[config.mk]
export PLATFORM = sky130hd
export DESIGN_NAME = aes_cipher_ctrl
export DESIGN_NICKNAME = d
export VERILOG_FILES = /design/src/rtl/aes_cipher_ctrl.sv
export SDC_FILE = /design/constraint.sdc
export NUM_CORES = 1
export LEC_CHECK = 0
export CAP_MARGIN = 0
export CORE_ASPECT_RATIO = 1.4
export CORE_MARGIN = 5
export CORE_UTILIZATION = 42
export CTS_CLUSTER_DIAMETER = 150
export DETAILED_ROUTE_END_ITERATION = 10
export PLACE_DENSITY_LB_ADDON = 0.3
export SKIP_LAST_GASP = 1
export SLEW_MARGIN = 20
export SYNTH_ARGS = -nofsm -noshare
export SYNTH_HDL_FRONTEND = slang
export SYNTH_SLANG_ARGS = --single-unit
[constraint.sdc]
create_clock -name clk -period 4.9 [get_ports clk]
set_clock_uncertainty 0.15 [all_clocks]
set_input_delay 0.49 -clock clk [delete_from_list [all_inputs] [get_ports clk]]
set_output_delay 0.49 -clock clk [all_outputs]
set_load 0.05 [all_outputs]
[src/rtl/aes_cipher_ctrl.sv]
// -----------------------------------------------------------------------------
// aes_cipher_ctrl
//
// Flow controller for a pipelined AES round datapath with Nr+1 register
// stages. Tracks which stages hold a block, drives the per-stage load enables
// as an elastic (valid/ready) pipeline, carries a user tag beside every block,
// and sequences round-key changes. A key change stops new input, lets the
// in-flight blocks drain, then grants a single-cycle key-update slot.
//
// Parameters
//   Nk     key length in 32-bit words (4/6/8)
//   Nr     number of rounds; the pipeline has Nr+1 stages
//   TAG_W  width of the per-block tag
//
// Ports
//   clk        clock, all state on the rising edge
//   rst        asynchronous reset, active-high
//   in_valid   plaintext block offered this cycle
//   in_ready   block accepted this cycle
//   in_tag     tag of the offered block
//   stage_en   per-stage load enable to the datapath, bit i drives stage i
//   out_valid  ciphertext valid at the datapath output (stage Nr)
//   out_ready  downstream accepts the ciphertext
//   out_tag    tag of the block in stage Nr
//   key_req    round-key change request, held high until key_ack
//   key_ack    one-cycle pulse: pipeline empty, round key may change now
//   busy       any stage occupied or key sequencer not idle
//
// Optional feature (compile-time macro AES_CTRL_PERF_EN)
//   perf_blocks  count of out_valid & out_ready cycles (wraps at 2^32)
//   perf_stall   count of out_valid & !out_ready cycles (wraps at 2^32)
// -----------------------------------------------------------------------------
module aes_cipher_ctrl #(
  parameter int Nk    = 4,
  parameter int Nr    = Nk + 6,
  parameter int TAG_W = 8
) (
  input  logic             clk,
  input  logic             rst,
  input  logic             in_valid,
  output logic             in_ready,
  input  logic [TAG_W-1:0] in_tag,
  output logic [Nr:0]      stage_en,
  output logic             out_valid,
  input  logic             out_ready,
  output logic [TAG_W-1:0] out_tag,
  input  logic             key_req,
  output logic             key_ack,
  output logic             busy
`ifdef AES_CTRL_PERF_EN
  ,
  output logic [31:0]      perf_blocks,
  output logic [31:0]      perf_stall
`endif
);

  typedef enum logic [1:0] {
    ST_IDLE,
    ST_DRAIN,
    ST_ACK
  } key_state_e;

  key_state_e       state_q, state_d;
  logic [Nr:0]      occ_q, occ_d;
  logic [Nr:0]      free;
  logic [TAG_W-1:0] tag_q [0:Nr];

  // A stage is free when it is empty or everything downstream of it can
  // move this cycle; this is what lets bubbles collapse.
  always_comb begin : free_ripple
    logic ripple;
    // NOTE: every always_comb output gets a default first so no path
    // leaves it unassigned, which would infer a latch.
    free   = '0;
    ripple = out_ready;
    for (int i = Nr; i >= 0; i--) begin
      ripple  = ripple | ~occ_q[i];
      free[i] = ripple;
    end
  end

  // key_req wins over in_valid in the same cycle. rst gates in_ready
  // because an empty pipe would otherwise look ready during reset.
  assign in_ready = ~rst & free[0] & (state_q == ST_IDLE) & ~key_req;

  always_comb begin
    stage_en    = '0;
    stage_en[0] = in_valid & in_ready;
    for (int i = 1; i <= Nr; i++) begin
      stage_en[i] = occ_q[i-1] & free[i];
    end
  end

  // A stage stays full unless its block moves on; it refills when loaded.
  always_comb begin
    occ_d = '0;
    for (int i = 0; i < Nr; i++) begin
      occ_d[i] = stage_en[i] | (occ_q[i] & ~stage_en[i+1]);
    end
    occ_d[Nr] = stage_en[Nr] | (occ_q[Nr] & ~out_ready);
  end

  always_ff @(posedge clk or posedge rst) begin
    if (rst) begin
      occ_q <= '0;
      // NOTE: the tag array is small and must read as zero after reset,
      // so it is reset here; wide data memories normally are not.
      for (int i = 0; i <= Nr; i++) begin
        tag_q[i] <= '0;
      end
    end else begin
      // NOTE: state registers use non-blocking assignment so every stage
      // samples its predecessor's pre-edge value, giving a true shift.
      occ_q <= occ_d;
      if (stage_en[0]) tag_q[0] <= in_tag;
      for (int i = 1; i <= Nr; i++) begin
        if (stage_en[i]) tag_q[i] <= tag_q[i-1];
      end
    end
  end

  // Key-change sequencer: IDLE -> DRAIN on request, DRAIN -> ACK once the
  // pipe is empty, ACK lasts exactly one cycle.
  always_ff @(posedge clk or posedge rst) begin
    if (rst) state_q <= ST_IDLE;
    else     state_q <= state_d;
  end

  always_comb begin
    state_d = state_q;
    case (state_q)
      ST_IDLE:  if (key_req) state_d = ST_DRAIN;
      ST_DRAIN: if (occ_q == '0) state_d = ST_ACK;
      ST_ACK:   state_d = ST_IDLE;
      default:  state_d = ST_IDLE;
    endcase
  end

  assign out_valid = occ_q[Nr];
  assign out_tag   = tag_q[Nr];
  assign key_ack   = (state_q == ST_ACK);
  assign busy      = (|occ_q) | (state_q != ST_IDLE);

`ifdef AES_CTRL_PERF_EN
  always_ff @(posedge clk or posedge rst) begin
    if (rst) begin
      perf_blocks <= '0;
      perf_stall  <= '0;
    end else begin
      if (out_valid & out_ready)  perf_blocks <= perf_blocks + 32'd1;
      if (out_valid & ~out_ready) perf_stall  <= perf_stall + 32'd1;
    end
  end
`endif

endmodule
# ---- After elaboration in Yosys (flattened, before gate mapping)
# Cells that the tools add are included.
dict set report totals {
  out_inout_bits 23
  inputBits 13
  regBits 101
  elab_cells 97
}
dict set report op_classes {
  n_eq_ne 4
  n_reduce_logical 5
  n_bitwise 72
  muxes 3
}
# op n
set ops {}
lappend ops {{AND 1 bit} 25}
lappend ops {{NOT 1 bit} 24}
lappend ops {{bitwise OR 1 bit} 23}
lappend ops {{zero test 11 bit} 1}
lappend ops {{OR reduction 11 bit} 1}
lappend ops {{two-way mux 2 bit} 2}
lappend ops {{inequality test 2 bit, second input constant} 2}
lappend ops {{case mux 2 bit (2 select lines)} 1}
lappend ops {{equality test 2 x 1 -> 1 bit, second input constant} 1}
lappend ops {{equality test 2 bit, second input constant} 1}
lappend ops {{zero test 2 bit} 1}
lappend ops {{AND reduction 2 bit} 1}
lappend ops {{nonzero test 2 bit} 1}

# ---- Logic depth before layout (Yosys ltp)
# Gate-level depths: netlist (run 1).
dict set report logic_depth {
  word_depth 17
  depth_mapped 6
  ltp_nobuf 4
}

# ---- Worst setup path before layout (run 1)
# No wires, ideal clock.
dict set report synth_path {
  kind {register -> output}
  from {reg occ_q[10]}
  to {out stage_en[2]}
  path_buffers 1
  stages_incl_launch_ff 6
  path_slack_ns 2.345
  required_time_ns 4.260
  arrival_time_ns 1.915
  path_cell_list {dfrtp_1 > nand2b_1 > or3_1 > buf_2 > o21ai_4 > inv_1}
}
dict set report synth_between {
  elab_chain_cells 11
}
# item line
set synth_lines {}
lappend synth_lines {{start, declared} 64} ;# logic [Nr:0] occ_q, occ_d;
lappend synth_lines {{start signal, assigned} 105} ;# occ_q <= '0;
lappend synth_lines {{start signal, assigned} 114} ;# occ_q <= occ_d;
lappend synth_lines {{NOT 1 bit} 77} ;# ripple = ripple | ~occ_q[i];
lappend synth_lines {{bitwise OR 1 bit (9 in a row)} 77}
lappend synth_lines {{AND 1 bit} 90} ;# stage_en[i] = occ_q[i-1] & free[i];
lappend synth_lines {{end, declared} 43} ;# output logic [Nr:0] stage_en,
# No other way between the ends.

# ---- Worst setup path in the final report (run 1)
dict set report layout_path {
  from {in out_ready}
  to {out stage_en[1]}
}
dict set report layout_between {
  elab_chain_cells 11
}
# item line
set layout_lines {}
lappend layout_lines {{start, declared} 45} ;# input logic out_ready,
lappend layout_lines {{bitwise OR 1 bit (10 in a row)} 77}
lappend layout_lines {{AND 1 bit} 90}
# No other way between the ends.

==> tab_implementation.tex, run 1 <==
\begin{tabular}{lr}
\hline
Metric & Value \\
\hline
\multicolumn{2}{l}{\textbf{Global routing}} \\
Gr usage total & 11.2\% \\
Maximum number of pins on one net before global-route repair & 67 \\
Overall overflow remaining after global route & 0 \\
Antenna violations before repair & 0 \\
Via count of the first global-routing pass & 2,241 \\
Wire length of the first global-routing pass & 10,300 um \\
\multicolumn{2}{l}{\textbf{Synthesis}} \\
Fraction of the yosys area taken by sequential cells & 64.0\% \\
Dominant cells by area after synthesis & dfrtp\_1, mux2\_2, buf\_4, inv\_1, nand2\_1 \\
Top flip-flop cell by instance count after synthesis & dfrtp\_1 \\
Fraction of post-synthesis cell area in the top cell type by area & 64.0\% \\
Number of enable flip-flop cells after synthesis & 0 \\
Yosys warning total & 0 \\
Register bit count reported by yosys & between 100 and 150 \\
Number of different library cells in the post-synthesis netlist & 28 \\
Number of instances in the synthesized netlist & 259 \\
Synth Net Count & 272 \\
Library cell occupying the most area in the post-synthesis netlist & dfrtp\_1 \\
Synthesized area divided by synthesized cell count & around 15 um\^{}2 \\
Ys async rst share & 100\% \\
Area of the mapped netlist & 3950 um\^{}2 \\
\multicolumn{2}{l}{\textbf{Die}} \\
Horizontal die dimension & 91.9 um \\
Initial cell density of the core & a little over two fifths \\
Vertical extent of the die & $\sim$120 um \\
Placement row count & 42 \\
Area enclosed by the die boundary & 11,500 um\^{}2 \\
Number of primary I/O pins & 36 \\
Placeable core region & 9300 um\^{}2 \\
\multicolumn{2}{l}{\textbf{Min path}} \\
Path class of the lowest-slack min-delay path & reg -> reg \\
Startpoint of the tightest hold check path & tag\_q[79]\$\_DFFE\_PP0P\_ \\
Worst hold path endpoint & tag\_q[71]\$\_DFFE\_PP0P\_ \\
Cell depth of the worst hold path & 1 \\
\multicolumn{2}{l}{\textbf{Job}} \\
MaxCap Viol Count & 0 \\
\multicolumn{2}{l}{\textbf{Pwr}} \\
Post-route total power & 2.25 mW \\
Standby leakage power & about 2.4 nW \\
Maximum vdd ir drop & just over 0.2 mV \\
Power density normalized to cell area & 477 nW/um\^{}2 \\
\multicolumn{2}{l}{\textbf{Timing}} \\
Total count of hold-check failures in the final report & 0 \\
Setup violations, final & 0 \\
RSZ-0062 raised after global routing & no \\
Hold slack final & 332 ps \\
Share of the cycle needed by the critical path after routing & 71.5\% \\
Transition at the pin with the smallest max-transition slack & 797 ps \\
Max-slew violation total from the final report & 0 \\
Remaining max-slew budget at the tightest pin & between 40\% and 50\% \\
Least setup slack across all paths after layout & 1400 ps \\
Aggregate negative setup slack & 0 ps \\
Tmin final & roughly 3500 ps \\
Peak clock frequency supported by timing & 0.286 GHz \\
\multicolumn{2}{l}{\textbf{Clock network}} \\
Post-CTS Repair Setup Buffers & 0 \\
Hold-fix buffer count after cts & 0 \\
TritonCTS clock tree & yes \\
Clk pin slew, worst setup/hold paths & 60 ps \\
Max Root-Sink Buffers & 2 \\
Post-CTS sizing & 0 \\
Latest clock arrival within the worst-skew pair & $\sim$330 ps \\
CTS Sinks & 101 \\
H-Tree Level Count & 3 \\
Root cell of the clock tree & clkbuf\_16 \\
Number of buffers created by CTS & 9 \\
\multicolumn{2}{l}{\textbf{Cells and area}} \\
Commonest cells after routing, fill and taps aside & dfrtp\_1, mux2\_2, clkdlybuf4s50\_1, nand2\_1, inv\_1 \\
Commonest non-fill, non-tap cell in the layout & dfrtp\_1 \\
Filler instances & 786 \\
Area growth from synthesis to final layout & 19.8\% \\
Finished Core Util & 50.8\% \\
Finished layout cell area & 4730 um\^{}2 \\
Fraction of layout cells with a size suffix above 1 & 37.7\% \\
Post-Layout Cell Count & between 400 and 500 \\
Total number of nets in the final design & 314 \\
Antenna diode count & 0 \\
\multicolumn{2}{l}{\textbf{Outcome}} \\
Result of the run & finished clean \\
\multicolumn{2}{l}{\textbf{Place}} \\
Port Buffer Count & 35 \\
Post-placement cell area & $\sim$4400 um\^{}2 \\
Setup slack at placement & about 1400 ps \\
Number of cells in the design after placement & 400 \\
Post-DP HPWL & roughly 4000 um \\
Routability cong. & 0.696 \\
\multicolumn{2}{l}{\textbf{Setup path}} \\
Required @ worst endpoint & roughly 4300 ps \\
Maximum fanout encountered on the critical timing path & 9 \\
Number of cells traversed by the worst register-to-register path & 4 \\
Setup Crit Path Kind & in -> out \\
Kind of start point of the critical path & input pin \\
Capturing point of the worst reg2reg path & tag\_q[65]\$\_DFFE\_PP0P\_ \\
Crit path arrival time & 2860 ps \\
Register-to-register path setup slack & 2720 ps \\
CP Capture Type & output pin \\
Startpoint of the worst-slack reg-to-reg timing path & occ\_q[6]\$\_DFF\_PP0\_ \\
\multicolumn{2}{l}{\textbf{Drt}} \\
Detailed-route DRC error count & 0 \\
Total Routed Length & 5720 um \\
Routed len/inst & 13.8 um \\
Routed via count divided by cell count & 5.03 \\
Vias & 2,086 \\
Initial detailed-routing violation count & 49 \\
Post-route ant nets & 0 \\
Drt pass-1 iters & 4 \\
\hline
\end{tabular}
==> kinds of logic after synthesis <==
| kind of cell | count (synthesis) | synth area share (%) |
|---|---|---|
| AOI/OAI and AO/OA | 11 | 2.63 |
| buffers and inverters | 21 | 2.82 |
| DFF | 101 | 64.0 |
| muxes | 88 | 25.1 |
| and+or+nand+nor | 38 | 5.42 |
==> power by group <==
part	total [mW]	switching (mW)	internal [mW]
registers	1.11	0.0968	1.01
logic	0.401	0.185	0.216
clock network	0.743	0.286	0.458
==> worst max-delay path, stage by stage <==
cell and delay (ps):
clkdlybuf4s50_1 430, nand2b_1 230, or3_1 570, o21ai_4 360, inv_1 80, clkdlybuf4s50_1 700
==> cell usage after synthesis, drive strengths merged, types with 2 or more instances <==
cell / instances
dfrtp: 101
mux2: 88
nand2: 12
inv: 11
buf: 10
nand2b: 6
nor4: 4
o21ai: 4
o21bai: 4
nand3: 3
nand4: 2
nor2b: 2
or3: 2
==> layer usage <==
layer / global-route usage (%) / share of wire (%)
met3: 1.81 / 2.8
met1: 12.2 / 41
met2: 20.1 / 54
met4: 6.30 / 2.8
met5: 0 / 0
==> state kept, by name (all words and copies together), names as in the netlist <==
name and count:
tag_q 80, occ_q 11, out_tag 8, state_q 2
==> layout make-up <==
cell class | instances | area (um^2) | area share, %
inverter | 11 | 43.8 | 0.926
sequential | 101 | 2530 | 53.5
clock buffer | 11 | 243 | 5.13
tap | 110 | 138 | 2.91
timing repair buffer | 41 | 395 | 8.36
multi-input combinational | 137 | 1310 | 27.7
clock inverter | 4 | 72.6 | 1.53
==> worst max-delay path by stage <==
stage                    from                 end  slack, ps  cells past startpoint
floorplan                 rst  occ_q[0]$_DFF_PP0_       1610                      1
global placement    out_ready         stage_en[1]       1420                      6
detailed placement  out_ready         stage_en[2]       1380                      6
CTS                 out_ready         stage_en[1]       1360                      6
global route        out_ready         stage_en[1]       1300                      6
finish              out_ready         stage_en[1]       1400                      6
Note: power is estimated with default switching activity, not from simulation.
==> inputs of run 2 (changes only) <==
==> constraint.sdc (replaced) <==
create_clock -name clk -period 2.8 [get_ports clk]
set_clock_uncertainty 0.15 [all_clocks]
set_input_delay 0.28 -clock clk [delete_from_list [all_inputs] [get_ports clk]]
set_output_delay 0.28 -clock clk [all_outputs]
set_load 0.05 [all_outputs]
==> tab_implementation.tex, run 2 (synthesis gave the netlist of run 1 again) <==
\begin{tabular}{lr}
\hline
Metric & Value \\
\hline
\multicolumn{2}{l}{\textbf{Outcome}} \\
Result of the run & finished clean \\
\multicolumn{2}{l}{\textbf{Die}} \\
Initial cell density of the core & 42.4\% \\
Placeable core region & 9300 um\^{}2 \\
Placement row count & 42 \\
Area enclosed by the die boundary & 11,500 um\^{}2 \\
Horizontal die dimension & 91.9 um \\
Vertical extent of the die & 125 um \\
Number of primary I/O pins & 36 \\
\multicolumn{2}{l}{\textbf{Setup path}} \\
Setup Crit Path Kind & reg -> out \\
Maximum fanout encountered on the critical timing path & 9 \\
Required @ worst endpoint & 2370 ps \\
CP Capture Type & output pin \\
Delay of the slowest critical-path stage & 550 ps \\
Crit path arrival time & between 2000 and 2500 ps \\
Critical-path cell with the highest stage delay & or3\_1 \\
Count of buffer and inverter cells on the critical path & 2 \\
CP top delay family & simple AND/OR/NAND/NOR gates \\
Crit-path cells & nand4\_1 > or3\_1 > o21ai\_4 > inv\_1 > buf\_4 \\
Kind of start point of the critical path & flop \\
\multicolumn{2}{l}{\textbf{Timing}} \\
Transition at the pin with the smallest max-transition slack & 582 ps \\
Setup violations, final & 0 \\
Tmin final & 2580 ps \\
RSZ-0062 raised after global routing & no \\
Share of the cycle needed by the critical path after routing & 92.2\% \\
Max-slew violation total from the final report & 0 \\
Aggregate negative setup slack & 0 ps \\
Remaining max-slew budget at the tightest pin & 61.2\% \\
Peak clock frequency supported by timing & between 0.3 and 0.4 GHz \\
Total count of hold-check failures in the final report & 0 \\
\multicolumn{2}{l}{\textbf{Pwr}} \\
Maximum vdd ir drop & approximately 0.54 mV \\
Net load switching power & 0.990 mW \\
Clock power frac & about 33\% \\
Cell internal power dissipation & 2.98 mW \\
Switching part of the total power & about a quarter \\
Standby leakage power & $\sim$2.4 nW \\
Flop pwr share & 49.1\% \\
Combinational cell fraction of total power & 17.6\% \\
Power density normalized to cell area & 838 nW/um\^{}2 \\
Post-route total power & 3.97 mW \\
\multicolumn{2}{l}{\textbf{Place}} \\
Routability cong. & around 0.73 \\
Post-DP HPWL & 3950 um \\
Post-placement cell area & around 4400 um\^{}2 \\
Port Buffer Count & 35 \\
\multicolumn{2}{l}{\textbf{Clock network}} \\
Hold-fix buffer count after cts & 0 \\
Latest clock arrival within the worst-skew pair & about 330 ps \\
CTS Sinks & between 100 and 150 \\
Root cell of the clock tree & clkbuf\_16 \\
H-Tree Level Count & 3 \\
Number of buffers created by CTS & 9 \\
Clk pin slew, worst setup/hold paths & approximately 60 ps \\
Max Root-Sink Buffers & 2 \\
TritonCTS clock tree & yes \\
\multicolumn{2}{l}{\textbf{Drt}} \\
Vias & 2,047 \\
Initial detailed-routing violation count & 68 \\
Routed via count divided by cell count & a little under 5 \\
Total Routed Length & 5630 um \\
Detailed-route DRC error count & 0 \\
Drt pass-1 iters & 4 \\
Routed len/inst & 13.7 um \\
Post-route ant nets & 0 \\
\multicolumn{2}{l}{\textbf{Cells and area}} \\
Total number of nets in the final design & slightly above 300 \\
Antenna diode count & 0 \\
Filler instances & 810 \\
Finished Core Util & between 50\% and 60\% \\
Combined flip-flop and latch cell area & 2530 um\^{}2 \\
Largest reg by FF count & tag\_q \\
Multi-input gate area in the final layout & 1310 um\^{}2 \\
Commonest cells after routing, fill and taps aside & dfrtp\_1, mux2\_2, clkdlybuf4s50\_1 \\
Area growth from synthesis to final layout & 19.9\% \\
Finished layout cell area & $\sim$4700 um\^{}2 \\
Commonest non-fill, non-tap cell in the layout & dfrtp\_1 \\
Flip-flop count of the largest register after layout & 80 \\
Fraction of layout cells with a size suffix above 1 & 41.1\% \\
\multicolumn{2}{l}{\textbf{Global routing}} \\
Antenna violations before repair & 0 \\
Maximum number of pins on one net before global-route repair & between 100 and 150 \\
Wire length of the first global-routing pass & 9980 um \\
Overall overflow remaining after global route & 0 \\
Via count of the first global-routing pass & 2,126 \\
Gr usage total & 10.9\% \\
\multicolumn{2}{l}{\textbf{Min path}} \\
Path class of the lowest-slack min-delay path & in -> async \\
\multicolumn{2}{l}{\textbf{Job}} \\
MaxCap Viol Count & 0 \\
\hline
\end{tabular}
[run 2: path summary, 6_finish.rpt]
| kind | from | endpoint | slack, ps | cells past startpoint |
|---|---|---|---|---|
| min | rst | state_q[0]$_DFFE_PP0P_ | 320 | 3 |
| max | occ_q[8]$_DFF_PP0_ | stage_en[1] | 220 | 5 |
| max in group asynchronous | rst | tag_q[87]$_DFFE_PP0P_ | 1770 | 3 |
| min in group clk | tag_q[79]$_DFFE_PP0P_ | tag_q[71]$_DFFE_PP0P_ | 330 | 1 |
| max reg2reg | occ_q[8]$_DFF_PP0_ | tag_q[70]$_DFFE_PP0P_ | 610 | 4 |
| min reg2reg | tag_q[79]$_DFFE_PP0P_ | tag_q[71]$_DFFE_PP0P_ | 330 | 1 |
[run 2: what timing repair did]
action / 4_1_cts / 5_1_grt
gates resized for setup: 0 / 1
endpoints found under the setup margin: 0 / 1
setup buffers: 0 / 0
[run 2: metal layers]
| metal | track usage [%] | wire length (um) |
|---|---|---|
| met1 | 12.8 | 2340 |
| met2 | 17.9 | 2930 |
| met3 | 3.20 | 237 |
| met4 | 5.86 | 115 |
| met5 | 0 | 0 |
[run 2: final cells by class]
type	count	area share [%]
multi-input cells	137	27.7
clock buffers	12	5.42
repair buffers	37	8.19
flip-flops and latches	101	53.4
inverters	11	0.952
clock inverters	4	1.48
well taps	110	2.91
[run 2: power groups by stage]
stage          logic [mW]  registers [mW]  clock network, mW
5_1_grt             0.760            1.99               1.43
6_report            0.698            1.95               1.32
3_5_place_dp        0.715            1.98                  0
2_1_floorplan       0.549            1.92                  0
4_1_cts             0.716            1.95               1.36
3_3_place_gp        0.695            1.96                  0
[run 2: worst min-delay path: stages]
cell and delay, ps:
clkdlybuf4s50_1 460, clkinvlp_4 110, buf_12 400
[run 2: stage by stage]
step,std cells,setup WS (ps),hold WS (ps)
6_report,412,218,321
3_5_place_dp,396,227,329
4_1_cts,412,24.1,347
2_1_floorplan,259,400,280
5_1_grt,412,82.9,360
3_3_place_gp,396,266,317
==> inputs of run 3 (changes only) <==
--- a/config.mk
+++ b/config.mk
@@ -6,7 +6,6 @@
 export NUM_CORES = 1
 export LEC_CHECK = 0
 export CAP_MARGIN = 0
-export CORE_ASPECT_RATIO = 1.4
 export CORE_MARGIN = 5
 export CORE_UTILIZATION = 42
 export CTS_CLUSTER_DIAMETER = 150
==> constraint.sdc (replaced) <==
create_clock -name clk -period 2.9 [get_ports clk]
set_clock_uncertainty 0.15 [all_clocks]
set_input_delay 0.29 -clock clk [delete_from_list [all_inputs] [get_ports clk]]
set_output_delay 0.29 -clock clk [all_outputs]
set_load 0.05 [all_outputs]
==> tab_implementation.tex, run 3 (synthesis gave the netlist of run 1 again) <==
\begin{tabular}{lr}
\hline
Metric & Value \\
\hline
\multicolumn{2}{l}{\textbf{Pwr}} \\
Post-route total power & $\sim$3.3 mW \\
Maximum vdd ir drop & $\sim$0.40 mV \\
Power density normalized to cell area & 729 nW/um\^{}2 \\
Standby leakage power & 2.29 nW \\
\multicolumn{2}{l}{\textbf{Cells and area}} \\
Antenna diode count & 0 \\
Commonest non-fill, non-tap cell in the layout & dfrtp\_1 \\
Filler instances & a little over 800 \\
Area growth from synthesis to final layout & 16.1\% \\
Combined flip-flop and latch cell area & 2530 um\^{}2 \\
Multi-input gate area in the final layout & 1310 um\^{}2 \\
Fraction of layout cells with a size suffix above 1 & between 40\% and 50\% \\
Flip-flop count of the largest register after layout & 80 \\
Commonest cells after routing, fill and taps aside & dfrtp\_1, mux2\_2, clkdlybuf4s50\_1 \\
Finished layout cell area & 4580 um\^{}2 \\
Total number of nets in the final design & 310 \\
Largest reg by FF count & tag\_q \\
\multicolumn{2}{l}{\textbf{Setup path}} \\
Crit path arrival time & approximately 2200 ps \\
Critical-path cell with the highest stage delay & or3\_1 \\
Delay of the slowest critical-path stage & 550 ps \\
Count of buffer and inverter cells on the critical path & 2 \\
Crit-path cells & nand4\_1 > or3\_1 > o21ai\_4 > inv\_1 > buf\_4 \\
Setup Crit Path Kind & reg -> out \\
Required @ worst endpoint & between 2000 and 2500 ps \\
Maximum fanout encountered on the critical timing path & 9 \\
CP Capture Type & output pin \\
Kind of start point of the critical path & flop \\
CP top delay family & simple AND/OR/NAND/NOR gates \\
\multicolumn{2}{l}{\textbf{Clock network}} \\
Post-CTS Repair Setup Buffers & 0 \\
TritonCTS clock tree & yes \\
Latest clock arrival within the worst-skew pair & 350 ps \\
Max Root-Sink Buffers & 2 \\
CTS Sinks & 101 \\
H-Tree Level Count & 3 \\
Number of buffers created by CTS & 9 \\
Clk pin slew, worst setup/hold paths & 90 ps \\
Root cell of the clock tree & clkbuf\_8 \\
\multicolumn{2}{l}{\textbf{Drt}} \\
Initial detailed-routing violation count & 41 \\
Wire length on met2 & between 2000 and 3000 um \\
Routed via count divided by cell count & 5.03 \\
Met3 wire length & about 240 um \\
Highest routed layer & met4 \\
Met1 wire length & around 2500 um \\
Detailed-route DRC error count & 0 \\
Total Routed Length & around 5500 um \\
Routed len/inst & about 13 um \\
Drt pass-1 iters & 4 \\
Post-route ant nets & 0 \\
Vias & 2,077 \\
\multicolumn{2}{l}{\textbf{Die}} \\
Vertical extent of the die & 107 um \\
Placeable core region & 9200 um\^{}2 \\
Area enclosed by the die boundary & 11,400 um\^{}2 \\
Initial cell density of the core & a little over two fifths \\
Horizontal die dimension & 107 um \\
Placement row count & 35 \\
Number of primary I/O pins & 36 \\
\multicolumn{2}{l}{\textbf{Outcome}} \\
Result of the run & finished clean \\
\multicolumn{2}{l}{\textbf{Timing}} \\
RSZ-0062 raised after global routing & no \\
Share of the cycle needed by the critical path after routing & roughly nine tenths \\
Aggregate negative setup slack & 0 ps \\
Transition at the pin with the smallest max-transition slack & approximately 570 ps \\
Peak clock frequency supported by timing & 0.379 GHz \\
Setup violations, final & 0 \\
Max-slew violation total from the final report & 0 \\
Remaining max-slew budget at the tightest pin & 62.0\% \\
Tmin final & between 2000 and 3000 ps \\
Total count of hold-check failures in the final report & 0 \\
\multicolumn{2}{l}{\textbf{Global routing}} \\
Wire length of the first global-routing pass & 10,000 um \\
Gr usage total & between 10\% and 20\% \\
Antenna violations before repair & 0 \\
Overall overflow remaining after global route & 0 \\
Via count of the first global-routing pass & 2,210 \\
Maximum number of pins on one net before global-route repair & 66 \\
\multicolumn{2}{l}{\textbf{Place}} \\
Port Buffer Count & 35 \\
Post-placement cell area & 4410 um\^{}2 \\
Post-DP HPWL & 4000 um \\
Routability cong. & between 0.6 and 0.7 \\
\multicolumn{2}{l}{\textbf{Job}} \\
MaxCap Viol Count & 0 \\
\multicolumn{2}{l}{\textbf{Min path}} \\
Path class of the lowest-slack min-delay path & in -> async \\
\hline
\end{tabular}
==> run 3: cell count changes in the layout (fill, tap and decap cells not counted) <==
cell / previous run / this run
bufinv_16: 2 / 0
clkbuf_16: 9 / 0
clkinv_2: 2 / 1
clkbuf_8: 2 / 10
clkinvlp_4: 1 / 4
clkinv_4: 0 / 1
dlygate4sd2_1: 0 / 1
dlymetal6s2s_1: 1 / 0
==> run 3: power breakdown <==
group          internal, mW  switching, mW  total (mW)  leakage, nW
logic                 0.357          0.313       0.670        0.850
clock network         0.336          0.459       0.794       0.0815
registers              1.71          0.168        1.88         1.36
total                  2.40          0.940        3.34         2.29
==> run 3: per-layer routing <==
metal / GRT usage [%] / vias to the layer above
li1: - / 979
met1: 13.3 / 1055
met2: 18.4 / 36
met3: 3.43 / 7
met4: 3.56 / 0
met5: 0 / -
==> run 3: metrics by stage <==
step / setup WS [ps] / cells / util [%] / hold WS [ps]
4_1_cts: 230 / 413 / 49.8 / 148
2_1_floorplan: 500 / 259 / - / 290
5_1_grt: 95.7 / 413 / 49.8 / 178
6_report: 263 / 413 / 49.8 / 151
3_5_place_dp: 324 / 397 / 47.9 / 328
3_3_place_gp: 324 / 397 / 47.9 / 318
==> run 3: repair_timing <==
item | CTS | global route
setup endpoints to repair | 1 | 0
resized for setup | 1 | 0
hold buffers | 0 | 0
==> run 3: layout make-up <==
type | instances | area share (%)
multi-input combinational | 137 | 28.6
tap | 111 | 3.03
timing repair buffer | 37 | 8.38
clock inverter | 5 | 0.792
inverter | 11 | 0.983
sequential | 101 | 55.2
clock buffer | 11 | 3.09
==> run 3: final timing paths <==
check	from	to	slack [ps]	depth (start not counted)
worst max-delay path	occ_q[6]$_DFF_PP0_	stage_en[2]	260	5
worst min-delay path	rst	occ_q[9]$_DFF_PP0_	150	2
worst max register to register	occ_q[6]$_DFF_PP0_	tag_q[73]$_DFFE_PP0P_	690	4
worst min register to register	tag_q[26]$_DFFE_PP0P_	tag_q[18]$_DFFE_PP0P_	350	1
max in group asynchronous	rst	tag_q[60]$_DFFE_PP0P_	1800	3
min in group clk	tag_q[26]$_DFFE_PP0P_	tag_q[18]$_DFFE_PP0P_	350	1
==> run 3: worst register-to-register path, delay by kind of cell (launching register included) <==
kind / cells / cell delay (ps)
muxes: 1 / 390
and+or+nand+nor: 2 / 730
AOI/OAI and AO/OA: 1 / 370
DFF: 1 / 460
